$ cat config.mk
export PLATFORM = sky130hd
export DESIGN_NAME = four_bit_sort_ctrl_flat
export DESIGN_NICKNAME = d
export VERILOG_FILES = /design/src/rtl/four_bit_sort_ctrl_if.sv /design/src/rtl/four_bit_sort_ctrl.sv /design/src/flat_wrapper.sv
export SDC_FILE = /design/constraint.sdc
export NUM_CORES = 1
export LEC_CHECK = 0
export BUFFER_PORTS_ARGS = -buffer_cell sky130_fd_sc_hd__buf_2
export CORE_MARGIN = 8
export CORE_UTILIZATION = 40
export DETAILED_ROUTE_END_ITERATION = 10
export PLACE_DENSITY_LB_ADDON = 0.12
export SLEW_MARGIN = 25
export SYNTH_ARGS = -nofsm -noshare
export SYNTH_HDL_FRONTEND = slang
export SYNTH_SLANG_ARGS = --single-unit
$ cat constraint.sdc
create_clock -name clk -period 4.74 [get_ports clk]
set_input_delay 0.711 -clock clk [delete_from_list [all_inputs] [get_ports clk]]
set_output_delay 0.711 -clock clk [all_outputs]
set_load 0.01 [all_outputs]
$ cat src/rtl/four_bit_sort_ctrl_if.sv
// Handshake, read-port and comparator-link signals of the four-bit sort controller.
// The slave modport is the controller's view; master is the driving environment.
interface four_bit_sort_ctrl_if #(
  parameter int DEPTH = 8
);
  localparam int AW = $clog2(DEPTH);

  logic          load_valid;
  logic [3:0]    load_data;
  logic          load_ready;
  logic          start;
  logic          clear;
  logic          busy;
  logic          done;
  logic [AW-1:0] rd_addr;
  logic [3:0]    rd_data;
  logic [3:0]    cmp_a;
  logic [3:0]    cmp_b;
  logic          cmp_eq;
  logic          cmp_lt;
  logic          cmp_gt;
  logic [7:0]    swap_count;
  logic          cmp_err;

  modport master (
    output load_valid, load_data, start, clear, rd_addr, cmp_eq, cmp_lt, cmp_gt,
    input  load_ready, busy, done, rd_data, cmp_a, cmp_b, swap_count, cmp_err
  );

  modport slave (
    input  load_valid, load_data, start, clear, rd_addr, cmp_eq, cmp_lt, cmp_gt,
    output load_ready, busy, done, rd_data, cmp_a, cmp_b, swap_count, cmp_err
  );
endinterface

$ cat src/rtl/four_bit_sort_ctrl.sv
// Stable in-place bubble sort of up to DEPTH 4-bit entries, one pair per COMPARE
// cycle, using an external comparator; early exit on a pass without swaps.
module four_bit_sort_ctrl #(
  parameter int DEPTH = 8
) (
  input  logic                  clk,
  input  logic                  rst,
  four_bit_sort_ctrl_if.slave   bus
);
  localparam int AW = $clog2(DEPTH);

  typedef enum logic [1:0] {IDLE, COMPARE, SWAP, DONE} state_e;

  state_e        state_q, state_d;
  logic [AW:0]   count_q, count_d;
  logic [AW-1:0] i_q, i_d;
  logic [AW-1:0] pass_q, pass_d;
  logic          pass_swapped_q, pass_swapped_d;
  logic [7:0]    swap_count_q, swap_count_d;
  logic          cmp_err_q, cmp_err_d;
  logic [3:0]    rd_data_q, rd_data_d;
  logic [3:0]    mem_q [DEPTH];
  logic [3:0]    mem_d [DEPTH];

  logic [AW-1:0] i_nxt;
  logic [AW:0]   last_i;
  logic          one_hot;
  logic          load_ready;
  logic          advance;
  logic          swapped_eff;

  assign i_nxt   = i_q + AW'(1);
  // Index of the last pair in the current pass; pass never exceeds count-2.
  assign last_i  = count_q - (AW+1)'(2) - {1'b0, pass_q};
  assign one_hot = ({bus.cmp_eq, bus.cmp_lt, bus.cmp_gt} == 3'b100) ||
                   ({bus.cmp_eq, bus.cmp_lt, bus.cmp_gt} == 3'b010) ||
                   ({bus.cmp_eq, bus.cmp_lt, bus.cmp_gt} == 3'b001);

  assign load_ready     = (state_q == IDLE) && (count_q < (AW+1)'(DEPTH)) &&
                          !bus.start && !bus.clear;
  assign bus.load_ready = load_ready;
  assign bus.busy       = (state_q == COMPARE) || (state_q == SWAP);
  assign bus.done       = (state_q == DONE);
  assign bus.cmp_a      = (state_q == COMPARE) ? mem_q[i_q]   : 4'h0;
  assign bus.cmp_b      = (state_q == COMPARE) ? mem_q[i_nxt] : 4'h0;
  assign bus.rd_data    = rd_data_q;
  assign bus.swap_count = swap_count_q;
  assign bus.cmp_err    = cmp_err_q;

  always_comb begin
    // NOTE: every variable gets a default before the case so no path infers a latch.
    state_d        = state_q;
    count_d        = count_q;
    i_d            = i_q;
    pass_d         = pass_q;
    pass_swapped_d = pass_swapped_q;
    swap_count_d   = swap_count_q;
    cmp_err_d      = cmp_err_q;
    mem_d          = mem_q;
    rd_data_d      = mem_q[bus.rd_addr];
    advance        = 1'b0;
    swapped_eff    = pass_swapped_q;

    case (state_q)
      IDLE: begin
        if (bus.clear) begin
          count_d      = '0;
          swap_count_d = '0;
          cmp_err_d    = 1'b0;
        end else if (bus.start) begin
          state_d        = (count_q < (AW+1)'(2)) ? DONE : COMPARE;
          pass_d         = '0;
          i_d            = '0;
          swap_count_d   = '0;
          pass_swapped_d = 1'b0;
        end else if (bus.load_valid && load_ready) begin
          mem_d[count_q[AW-1:0]] = bus.load_data;
          count_d                = count_q + (AW+1)'(1);
        end
      end
      COMPARE: begin
        if (!one_hot) cmp_err_d = 1'b1;
        // Only a strict, well-formed "greater" swaps, which keeps equal keys in order.
        if (one_hot && bus.cmp_gt) state_d = SWAP;
        else                       advance = 1'b1;
      end
      SWAP: begin
        mem_d[i_q]   = mem_q[i_nxt];
        mem_d[i_nxt] = mem_q[i_q];
        if (swap_count_q != 8'hFF) swap_count_d = swap_count_q + 8'd1;
        swapped_eff  = 1'b1;
        advance      = 1'b1;
      end
      DONE:    state_d = IDLE;
      default: state_d = IDLE;
    endcase

    if (advance) begin
      if ({1'b0, i_q} == last_i) begin
        if (!swapped_eff || ({1'b0, pass_q} == count_q - (AW+1)'(2))) begin
          state_d = DONE;
        end else begin
          pass_d         = pass_q + AW'(1);
          i_d            = '0;
          pass_swapped_d = 1'b0;
          state_d        = COMPARE;
        end
      end else begin
        i_d            = i_nxt;
        pass_swapped_d = swapped_eff;
        state_d        = COMPARE;
      end
    end
  end

  always_ff @(posedge clk) begin
    if (rst) begin
      state_q        <= IDLE;
      count_q        <= '0;
      i_q            <= '0;
      pass_q         <= '0;
      pass_swapped_q <= 1'b0;
      swap_count_q   <= '0;
      cmp_err_q      <= 1'b0;
      rd_data_q      <= '0;
    end else begin
      state_q        <= state_d;
      count_q        <= count_d;
      i_q            <= i_d;
      pass_q         <= pass_d;
      pass_swapped_q <= pass_swapped_d;
      swap_count_q   <= swap_count_d;
      cmp_err_q      <= cmp_err_d;
      rd_data_q      <= rd_data_d;
    end
  end

  // NOTE: the buffer is deliberately not reset; its contents are don't-care until loaded.
  always_ff @(posedge clk) begin
    mem_q <= mem_d;
  end
endmodule

$ cat src/flat_wrapper.sv
// flat-port wrapper written by rule: the top's interface ports become plain ports
module four_bit_sort_ctrl_flat 
#(
  parameter int DEPTH = 8
)
  (clk, rst, bus_load_valid, bus_load_data, bus_start, bus_clear, bus_rd_addr, bus_cmp_eq, bus_cmp_lt, bus_cmp_gt, bus_load_ready, bus_busy, bus_done, bus_rd_data, bus_cmp_a, bus_cmp_b, bus_swap_count, bus_cmp_err);
  four_bit_sort_ctrl_if #(.DEPTH(DEPTH)) bus_i ();
  input  logic clk;
  input  logic rst;
  input wire logic [$bits(bus_i.load_valid)-1:0] bus_load_valid;
  input wire logic [$bits(bus_i.load_data)-1:0] bus_load_data;
  input wire logic [$bits(bus_i.start)-1:0] bus_start;
  input wire logic [$bits(bus_i.clear)-1:0] bus_clear;
  input wire logic [$bits(bus_i.rd_addr)-1:0] bus_rd_addr;
  input wire logic [$bits(bus_i.cmp_eq)-1:0] bus_cmp_eq;
  input wire logic [$bits(bus_i.cmp_lt)-1:0] bus_cmp_lt;
  input wire logic [$bits(bus_i.cmp_gt)-1:0] bus_cmp_gt;
  output wire logic [$bits(bus_i.load_ready)-1:0] bus_load_ready;
  output wire logic [$bits(bus_i.busy)-1:0] bus_busy;
  output wire logic [$bits(bus_i.done)-1:0] bus_done;
  output wire logic [$bits(bus_i.rd_data)-1:0] bus_rd_data;
  output wire logic [$bits(bus_i.cmp_a)-1:0] bus_cmp_a;
  output wire logic [$bits(bus_i.cmp_b)-1:0] bus_cmp_b;
  output wire logic [$bits(bus_i.swap_count)-1:0] bus_swap_count;
  output wire logic [$bits(bus_i.cmp_err)-1:0] bus_cmp_err;
  assign bus_i.load_valid = bus_load_valid;
  assign bus_i.load_data = bus_load_data;
  assign bus_i.start = bus_start;
  assign bus_i.clear = bus_clear;
  assign bus_i.rd_addr = bus_rd_addr;
  assign bus_i.cmp_eq = bus_cmp_eq;
  assign bus_i.cmp_lt = bus_cmp_lt;
  assign bus_i.cmp_gt = bus_cmp_gt;
  assign bus_load_ready = bus_i.load_ready;
  assign bus_busy = bus_i.busy;
  assign bus_done = bus_i.done;
  assign bus_rd_data = bus_i.rd_data;
  assign bus_cmp_a = bus_i.cmp_a;
  assign bus_cmp_b = bus_i.cmp_b;
  assign bus_swap_count = bus_i.swap_count;
  assign bus_cmp_err = bus_i.cmp_err;
  four_bit_sort_ctrl #(.DEPTH(DEPTH)) u_core (.clk(clk), .rst(rst), .bus(bus_i));
endmodule
# == Word-level counts from Yosys, hierarchy flattened ==
# Index checks and enable logic that the tools add are counted.
# totals
out_inout_bits,24
ff_bits,58
input_bits,15
wordCells,143
# classes
reduce_logical,25
n_bitwise,4
mux,63
n_lt_le_gt_ge,9
addsub,6
n_eq_ne,20
# ops
op,count
32-bit bitwise mux,3
32-bit two-way mux,3
32-bit one-hot mux with 2 select lines,1
4-bit two-way mux,14
4-bit binary-select mux with 3-bit select,3
4-bit demux with 3-bit select,3
3-bit two-way mux,12
8-bit two-way mux,3
4-bit greater-or-equal comparator (second input constant),4
3-bit inverter with 4-bit output,4
8-bit one-hot mux with 2 select lines,1
2-bit two-way mux,7
4-bit by 1-bit less-than comparator with 1-bit output (second input constant),3
2-bit != test (second input constant),6
1-bit two-way mux,10
3-bit by 2-bit != test with 1-bit output (second input constant),3
3-bit AND reduction,3
8-bit by 1-bit adder with 8-bit output (second input constant),1
3-bit by 4-bit == test with 1-bit output,2
1-bit logical AND,8
8-bit != test (second input constant),1
4-bit AND reduction,2
3-bit by 1-bit adder with 3-bit output (second input constant),2
2-bit one-hot mux with 3 select lines,1
other kinds (18),27

# == Longest topological paths before layout ==
# Gate-level depths: netlist of run 1.
# depth
word_depth,10
ltp_mapped,9
ltp_nobuf,9

# == Worst setup path after synthesis of run 1 ==
# OpenSTA, ideal clock, no wires.
# synth_timing
kind,register to output
start,register u_core.i_q[0]
end,output bus_cmp_b[1]
required_time_ps,4029
slack_ps,2020
path_stages_with_launch,7
path_buffers,0
arrival_time_ps,2009
cell_sequence,dfxtp_1 > ha_1 > xor2_2 > mux2_2 > a32o_1 > nor4_4 > nor2b_1
# synth_between
elab_chain_cells,6
# synth_lines
item,line_no,source
start: declaration,four_bit_sort_ctrl.sv:16,"logic [AW-1:0] i_q, i_d;"
start signal: assignment,four_bit_sort_ctrl.sv:129,i_q <= i_d;
3-bit by 1-bit adder with 3-bit output,four_bit_sort_ctrl.sv:32,assign i_nxt = i_q + AW'(1);
3-bit inverter with 4-bit output (not written as such),four_bit_sort_ctrl.sv:45,assign bus.cmp_b = (state_q == COMPARE) ? mem_q[i_nxt] : 4'h0;
4-bit binary-select mux with 3-bit select,four_bit_sort_ctrl.sv:45,
4-bit two-way mux (not written as such) (2 in a row),four_bit_sort_ctrl.sv:45,
4-bit two-way mux,four_bit_sort_ctrl.sv:45,
end: declaration,flat_wrapper.sv:23,output wire logic [$bits(bus_i.cmp_b)-1:0] bus_cmp_b;
# No other way between the ends. The select of a mux whose other input is x is not followed.

# == Final worst setup path of run 1 ==
# layout_timing
start,register u_core.i_q[2]
end,output bus_cmp_a[0]
# layout_between
elab_chain_cells,5
# layout_lines
item,line_no,source
3-bit inverter with 4-bit output (not written as such),four_bit_sort_ctrl.sv:44,assign bus.cmp_a = (state_q == COMPARE) ? mem_q[i_q] : 4'h0;
4-bit binary-select mux with 3-bit select,four_bit_sort_ctrl.sv:44,
4-bit two-way mux (not written as such) (2 in a row),four_bit_sort_ctrl.sv:44,
4-bit two-way mux,four_bit_sort_ctrl.sv:44,
end: declaration,flat_wrapper.sv:22,output wire logic [$bits(bus_i.cmp_a)-1:0] bus_cmp_a;
# No other way between the ends. The select of a mux whose other input is x is not followed.

==> results of run 1 <==
metrics by stage:
step,hold WS [ns],util (%),power [mW]
floorplan,0.4514,-,1.216
global placement,0.4650,43.28,1.467
detailed placement,0.4892,43.28,1.469
CTS,0.4994,45.26,1.965
global route,0.5096,45.26,2.073
finish,0.5046,45.26,1.974
sequential cells by signal (all words and copies together), names as in the netlist:
name and cells:
u_core.pass_q 3, u_core.i_q 3, u_core.bus.swap_count 8, u_core.count_q 4, u_core.bus.rd_data 4, u_core.bus.cmp_err 1
u_core.pass_swapped_q 1, u_core.state_q 2, u_core.mem_q 32
worst max-delay path, stage by stage (launching register included):
cell and delay [ns]:
dfxtp_1 0.52, buf_4 0.32, clkinv_1 0.38, a311o_1 0.39, a21oi_1 0.66, nor2b_1 0.10
buf_2 0.17
layout make-up:
cell class	instances	area, µm²	share of cell area, %
clock buffer	11	162.7	3.344
tap	140	175.2	3.602
timing repair buffer	42	220.2	4.528
multi-input combinational	391	2703	55.57
sequential	58	1481	30.46
clock inverter	5	50.05	1.029
inverter	19	71.32	1.466
kinds of logic (layout without fill, tap and decap cells):
logic type	after synthesis	count (layout)	synth area share [%]
mux	29	29	9.992
compound gates	125	125	20.18
buf+inv	49	77	4.539
flops	58	58	33.80
fa+ha+maj	17	17	5.024
xor+xnor	13	13	3.283
simple gates	207	207	23.18
final timing paths:
kind / from / end / slack [ns] / depth (start not counted)
min reg2reg: u_core.pass_swapped_q / u_core.pass_swapped_q / 0.50 / 2
max: u_core.i_q[2] / bus_cmp_a[0] / 1.13 / 6
min: u_core.pass_swapped_q / u_core.pass_swapped_q / 0.50 / 2
max reg2reg: u_core.count_q[0] / u_core.pass_q[0] / 1.70 / 8
where the power goes:
part	internal (mW)	switching, mW	total [mW]
combinational	0.265	0.594	0.859
sequential	0.577	0.0380	0.615
clock	0.285	0.214	0.500
cells in the final DEF, fill, tap and decap left out, types with 6 or more instances in the layout:
master / n
dfxtp_1: 26
mux2i_1: 10
and2_1: 7
o32a_1: 8
nor2b_1: 15
buf_2: 38
nand4_1: 6
a32oi_1: 7
xnor2_1: 6
nor2_1: 44
a22oi_1: 17
inv_1: 18
a211oi_1: 7
a21oi_1: 21
mux2_2: 8
mux4_2: 11
nand3_1: 28
clkbuf_8: 10
edfxtp_1: 32
nand2_1: 67
and3_1: 6
nor3_1: 8
ha_1: 16
o21ai_0: 26
metal layers:
layer / part of all wire (%) / GRT usage (%)
met4: 3.8 / 9.212
met3: 8.5 / 3.916
met2: 44 / 30.01
met5: 0 / 0
met1: 44 / 25.86
==> results.toml, run 1 <==
[outcome]
status = "finished clean"

[sta]
fmax_mhz = 277.1
worstMarginPinSlew_ns = 1.056
finalMaxSlewViolations = 0
rsz0062_at_grt = "false"
fin_ws_ns = 1.131
fin_tns_setup_ns = 0
finalHoldViolations = 0
finalSetupViolations = 0
maxSlewHeadroom_pct = 29.19
fin_crit_ns = 3.609
finalCritPeriodShare_pct = 76.13
skew_ns = 0.009640

[clocking]
clk_pin_slew_worst_paths_ns = 0.07
cts_setup_buffers = 0
htreeDepth = 3
ctsResizeCount = 0
clock-sinks = 58
numCtsBuffers = 9
cts_root_buf = "clkbuf_8"
cts_hold_buf = 0
cts_buffer_depth = 2
insertion_delay_ns = 0.34
cts_tree = "yes"

[floorplanning]
coreArea_mm2 = 0.01075
row_count = 38
ios = 39
die_h_um = 120.7
die_w_um = 120.7
dieArea_mm2 = 0.01456
start_util_pct = 40.79

[placed_design]
place_inst = 650
io_buffer_count = 38
dp_hpwl_um = 10390
routabilityCongestion = 0.9597
post-place-ws_ns = 1.560
place_area_mm2 = 0.004651

[power_and_ir_drop]
p_per_area_mw_per_mm2 = 405.9
power_leakage_nw = 1.748
vdd_drop_max_v = 0.0002531

[routing]
via_count = 4159
drt-pass1-iter-count = 8
routedWlPerCell_um = 21.24
drt-initial-drc-count = 531
remaining_drc_errors = 0
routed_wl_um = 14150
antenna_left = 0
avgViaCountPerCell = 6.245

[layout]
fin_cells = 666
fin_area_mm2 = 0.004863
nNetsFinal = 553
layout-drive-gt1-share_pct = 16.54
diodes = 0
syn_to_final_growth_pct = 10.96
n_fill_cell = 1098

[synth]
synth_seq_area_share_pct = 33.80
synth.most_common_cell = "nand2_1"
syn-num-nets = 530
synth.area.top_cells = "edfxtp_1, dfxtp_1, nand2_1"
synth.top_cell.area_share_pct = 21.92
synthesis.area_mm2 = 0.004383
synthCells = 498
synth_ff_type = "edfxtp_1"
async_flop_share_pct = 0
ys.warnings.count = 0
synth-seq-cells = 58
synth_edf_count = 32
yosys.area.top_type = "edfxtp_1"
ys_types = 67
synth_top_cells_by_count = "nand2_1, nor2_1, edfxtp_1, nand3_1"
syn_area_per_cell_um2 = 8.801

[grt]
grt_start_max_net_pins = 41
grt_pass1_wl_um = 22470
track_usage_pct = 19.55
antenna_found_initial = 0
overflow = 0
grt_pass1_vias = 4081

[setup_path]
critPathKind = "reg2out"
endpoint_kind = "primary output"
crit_path_start_kind = "flip-flop"
cp.required_ns = 4.03
critPathMaxFanout = 20
cp.arrival_ns = 2.90

[run]
maxCapViolations = 0

[worst_hold_path]
hp-class = "reg2reg"
Note: power is estimated with default switching activity, not from simulation.
==> run 2, diff against run 1 <==
ABC_AREA = 1   (was not set)
clock period = 3.2 ns   (was 4.74 ns; I/O delays follow)
==> run 2 against run 1 <==
Clock-buffer cell count is 3 higher. Clock skew is 0.0013 ns lower. Power is 83% higher. Global-route usage is 0.12 points lower. Highest routed layer unchanged.
==> results.toml, run 2 <==
[setup_path]
path_cells = "ha_1 -> or2_1 -> nand2_1 -> inv_1 -> nand2_1 -> nand2_1 -> inv_2 -> nor2_1 -> buf_2"
r2r_cells = 8
r2r_end = "u_core.mem_q[20]"
cpLargestDelayFamily = "simple AND/OR/NAND/NOR gates"
r2r-start = "u_core.state_q[0]"
critPathMaxFanout = 13
cpPeakStageDelay_ns = 0.42
r2r_setup_slack_ns = 0.52
cp.required_ns = 2.72
cp.arrival_ns = 2.35
crit_top_cell = "nand2_1"
endpoint_kind = "primary output"
critPathKind = "reg2out"
crit_path_start_kind = "flip-flop"
cp_slowest_cell = "nand2_1"
path_buf_inv = 3

[clocking]
htreeDepth = 3
cts_setup_buffers = 0
insertion_delay_ns = 0.33
clk_pin_slew_worst_paths_ns = 0.05
numCtsBuffers = 9
cts_tree = "yes"
clock-sinks = 58
cts_buffer_depth = 2
cts_hold_buf = 0
ctsResizeCount = 0
cts_root_buf = "clkbuf_16"

[power_and_ir_drop]
swShare_pct = 46.19
combPwrFrac_pct = 47.7
p_per_area_mw_per_mm2 = 678.3
internal-power_mw = 1.947
pwr-share-seq_pct = 26.8
p_sw_mw = 1.671
total_power_mw = 3.617
clock_power_share_pct = 25.5
power_leakage_nw = 2.640
vdd_drop_max_v = 0.0002979

[grt]
track_usage_pct = 19.43
grt_pass1_wl_um = 24350
antenna_found_initial = 0
grt_start_max_net_pins = 56
grt_pass1_vias = 4726
overflow = 0

[floorplanning]
row_count = 40
start_util_pct = 40.36
die_h_um = 125.4
ios = 39
dieArea_mm2 = 0.01572
coreArea_mm2 = 0.01186
die_w_um = 125.4

[routing]
drt-initial-drc-count = 495
routedWlPerCell_um = 15.82
avgViaCountPerCell = 5.294
remaining_drc_errors = 0
drt-pass1-iter-count = 5
antenna_left = 0
via_count = 5066
routed_wl_um = 15140

[placed_design]
routabilityCongestion = 0.9696
io_buffer_count = 38
dp_hpwl_um = 11060

[synth]
syn-num-nets = 811
yosys.area.top_type = "nand2_1"
synth_ff_type = "edfxtp_1"
synth_edf_count = 32
synth-seq-cells = 58
synth.area.top_cells = "nand2_1, edfxtp_1, dfxtp_1"
ys.warnings.count = 0
ys_types = 40
async_flop_share_pct = 0
synth.most_common_cell = "nand2_1"
synthesis.area_mm2 = 0.004787
syn_area_per_cell_um2 = 6.145
synthCells = 779
synth_top_cells_by_count = "nand2_1, inv_1, o21ai_0, nor2_1, edfxtp_1"
synth.top_cell.area_share_pct = 26.35
synth_seq_area_share_pct = 30.95

[run]
maxCapViolations = 0

[sta]
finalMaxSlewViolations = 0
maxSlewHeadroom_pct = 44.48
finalHoldViolations = 0
fmax_mhz = 353.5
skew_ns = 0.008296
worstMarginPinSlew_ns = 0.8298
finalCritPeriodShare_pct = 88.41
rsz0062_at_grt = "false"
fin_crit_ns = 2.829
fin_tns_setup_ns = 0
finalSetupViolations = 0

[outcome]
status = "finished clean"

[layout]
layout_commonest_cell = "nand2_1"
largest_reg_flops = 32
largest_register = "u_core.mem_q"
final_cell_mix = "nand2_1, inv_1, o21ai_0, nor2_1, buf_2"
syn_to_final_growth_pct = 11.40
nNetsFinal = 837
layout-drive-gt1-share_pct = 10.74
diodes = 0

[worst_hold_path]
whs_path_depth = 2
hp-class = "reg2reg"
min_from = "u_core.bus.cmp_err"
holdPathEnd = "u_core.bus.cmp_err"
==> run 2: changes by cell type in the layout (fill, tap and decap cells not counted), sizes merged, moves of 8 or more <==
cell,delta
a21oi,+10
a22oi,-17
a31oi,+10
and2,-8
inv,+75
mux2,-8
mux2i,-10
mux4,-11
nand2,+278
nor2b,-15
o21ai,+59
o32a,-8
==> run 2: final cells by class <==
type	count	area, µm²
tap	147	183.9
clock inverter	2	10.01
clock buffer	14	274.0
sequential	58	1481
inverter	94	355.3
timing repair buffer	45	242.7
multi-input combinational	597	2785
fill	1282	6529
==> run 2: cell families after synthesis <==
| logic type | after synthesis | synth area share (%) |
|---|---|---|
| buf+inv | 124 | 10.93 |
| simple gates | 439 | 37.82 |
| flops | 58 | 30.95 |
| fa+ha+maj | 17 | 4.600 |
| compound gates | 140 | 15.53 |
| xor+xnor | 1 | 0.1830 |
==> run 2: worst max-delay path by stage <==
stage,from,end,depth (start not counted)
floorplan,u_core.count_q[0],u_core.pass_q[1],13
global placement,u_core.state_q[0],u_core.mem_q[17],8
detailed placement,u_core.state_q[1],u_core.mem_q[20],8
CTS,u_core.i_q[0],bus_cmp_b[2],9
global route,u_core.i_q[0],bus_cmp_b[2],9
finish,u_core.i_q[0],bus_cmp_b[2],9
==> run 2: worst min-delay path, cell delays in order (launching register included) <==
cell and delay, ns:
dfxtp_1 0.30, inv_1 0.05, a21oi_1 0.06
==> run 2: routing by layer <==
layer	share of wire [%]	up-vias	track usage, %
li1	-	2535	-
met1	47	2317	26.75
met2	44	195	30.39
met3	8.0	19	3.357
met4	1.4	0	5.731
met5	0	-	0
==> run 2: power groups by stage <==
stage,logic [mW],registers (mW),clock network [mW]
5_1_grt,1.95,0.980,0.965
3_3_place_gp,1.70,0.979,0
4_1_cts,1.71,0.968,0.928
2_1_floorplan,1.28,0.955,0
6_report,1.72,0.969,0.924
3_5_place_dp,1.70,0.984,0
==> run 2: per-stage QoR <==
| step | instance area, µm² | setup WS [ns] | cells | utilization [%] | hold WS, ns |
|---|---|---|---|---|---|
| 2_1_floorplan | 4787 | 1.002 | 779 | - | 0.4693 |
| 3_3_place_gp | 5049 | 0.6905 | 941 | 42.56 | 0.4306 |
| 3_5_place_dp | 5049 | 0.5843 | 941 | 42.56 | 0.4440 |
| 4_1_cts | 5333 | 0.4050 | 957 | 44.96 | 0.4514 |
| 5_1_grt | 5333 | 0.1802 | 957 | 44.96 | 0.4623 |
| 6_report | 5333 | 0.3709 | 957 | 44.96 | 0.4493 |
==> run 3, diff against run 2 <==
CORE_UTILIZATION = 55   (was 40)
==> run 3 against run 2 <==
Setup slack got worse by 0.15 ns. Global-route usage increased by 4.5 points. Die area decreased by 24%. Critical path depth is the same. Maximum frequency fell by 5.0%. Non-clock buffer count shrank 1. Cell area is 3.2% lower. Register-to-register slack gained 0.03 ns. First-iteration DRC count is 1.6% higher.
==> results.toml, run 3 (synthesis gave the netlist of run 2 again) <==
[sta]
fin_tns_setup_ns = 0
finalHoldViolations = 0
finalMaxSlewViolations = 0
maxSlewHeadroom_pct = 47.79
worstMarginPinSlew_ns = 0.7802
finalSetupViolations = 0
fmax_mhz = 335.8
rsz0062_at_grt = "false"
finalCritPeriodShare_pct = 93.07
fin_crit_ns = 2.978
fin_ws_ns = 0.2218
skew_ns = 0.01238

[power_and_ir_drop]
internal-power_mw = 1.638
vdd_drop_max_v = 0.0002540
p_sw_mw = 1.656
pwr-share-seq_pct = 29.3
clock_power_share_pct = 18.4
power_leakage_nw = 2.571
swShare_pct = 50.27
combPwrFrac_pct = 52.2
p_per_area_mw_per_mm2 = 638.3

[floorplanning]
row_count = 34
ios = 39
start_util_pct = 55.71
coreArea_mm2 = 0.008593
die_w_um = 109.3
dieArea_mm2 = 0.01195
die_h_um = 109.3

[layout]
final_cell_mix = "nand2_1, inv_1, o21ai_0, nor2_1, buf_2"
nNetsFinal = 836
largest_reg_flops = 32
layout-drive-gt1-share_pct = 10.75
fin_cells = 917
diodes = 0
final_core_util_pct = 60.06
largest_register = "u_core.mem_q"
layout_commonest_cell = "nand2_1"
syn_to_final_growth_pct = 7.815

[worst_hold_path]
hp-class = "reg2reg"

[grt]
grt_pass1_wl_um = 22380
track_usage_pct = 23.95
grt_start_max_net_pins = 56
overflow = 0
grt_pass1_vias = 4509
antenna_found_initial = 0

[clocking]
cts_root_buf = "clkbuf_8"
clock-sinks = 58
cts_setup_buffers = 0
cts_buffer_depth = 2
cts_tree = "yes"
ctsResizeCount = 0
numCtsBuffers = 9
cts_hold_buf = 0
insertion_delay_ns = 0.34
htreeDepth = 3
clk_pin_slew_worst_paths_ns = 0.07

[routing]
avgViaCountPerCell = 5.542
via_count = 5082
drt-initial-drc-count = 503
routed_wl_um = 14170
routedWlPerCell_um = 15.46
remaining_drc_errors = 0
drt-pass1-iter-count = 5
antenna_left = 0

[setup_path]
r2r_setup_slack_ns = 0.55
cpPeakStageDelay_ns = 0.67
cp_slowest_cell = "dfxtp_1"
critPathMaxFanout = 14
cp.required_ns = 2.72
endpoint_kind = "primary output"
critPathKind = "reg2out"
crit_path_start_kind = "flip-flop"
crit_top_cell = "nand2_1"
cp.arrival_ns = 2.50
path_cells = "ha_1 -> nand2_1 -> nand2_1 -> inv_1 -> nand2_1 -> nand2_1 -> inv_2 -> nor2_1 -> buf_2"

[placed_design]
io_buffer_count = 38
post-place-ws_ns = 0.6680
dp_hpwl_um = 10630
place_inst = 901
routabilityCongestion = 0.9664

[outcome]
status = "finished clean"

[run]
maxCapViolations = 0
-- run 3: cell types whose count changed in the layout (fill, tap and decap cells not counted), sizes merged --
cell and delta:
inv +1, clkinv +1, clkbuf -5, buf -1
clkinvlp +3
-- run 3: power groups by stage --
stage | sequential (mW) | clock, mW | combinational (mW)
5_1_grt | 0.975 | 0.646 | 1.90
2_1_floorplan | 0.955 | 0 | 1.28
3_5_place_dp | 0.982 | 0 | 1.68
4_1_cts | 0.965 | 0.618 | 1.69
6_report | 0.967 | 0.607 | 1.72
3_3_place_gp | 0.977 | 0 | 1.65
-- run 3: worst paths after layout --
kind                            cells past startpoint                 end          startpoint
worst max-delay path                                9        bus_cmp_b[0]       u_core.i_q[1]
worst min-delay path                                2  u_core.bus.cmp_err  u_core.bus.cmp_err
worst max register to register                      8     u_core.mem_q[8]   u_core.state_q[0]
worst min register to register                      2  u_core.bus.cmp_err  u_core.bus.cmp_err
-- run 3: routing by layer --
metal,share of wire [%],track usage (%)
met5,0,0
met4,1.7,7.715
met3,9.3,4.220
met2,44,36.05
met1,45,34.03
-- run 3: through the flow --
stage,cell area [µm²],hold WS [ns],total power [mW]
after floorplan,4787,0.4693,2.238
after global placement,4992,0.4335,2.628
after detailed placement,4992,0.4402,2.661
after CTS,5161,0.4516,3.270
after global routing,5161,0.4664,3.525
final,5161,0.4445,3.294
-- run 3: area by class of cell --
type                       instances  area (µm²)
clock buffer                       9       123.9
clock inverter                     7       45.04
fill                             863        3432
inverter                          94       355.3
multi-input combinational        597        2785
sequential                        58        1481
tap                              108       135.1
timing repair buffer              44       235.2
-- run 3: critical path: cells and delay by family (launching register included) --
family,cells,cell delay [ns]
buf+inv,3,0.51
flops,1,0.67
fa+ha+maj,1,0.27
simple gates,5,0.72
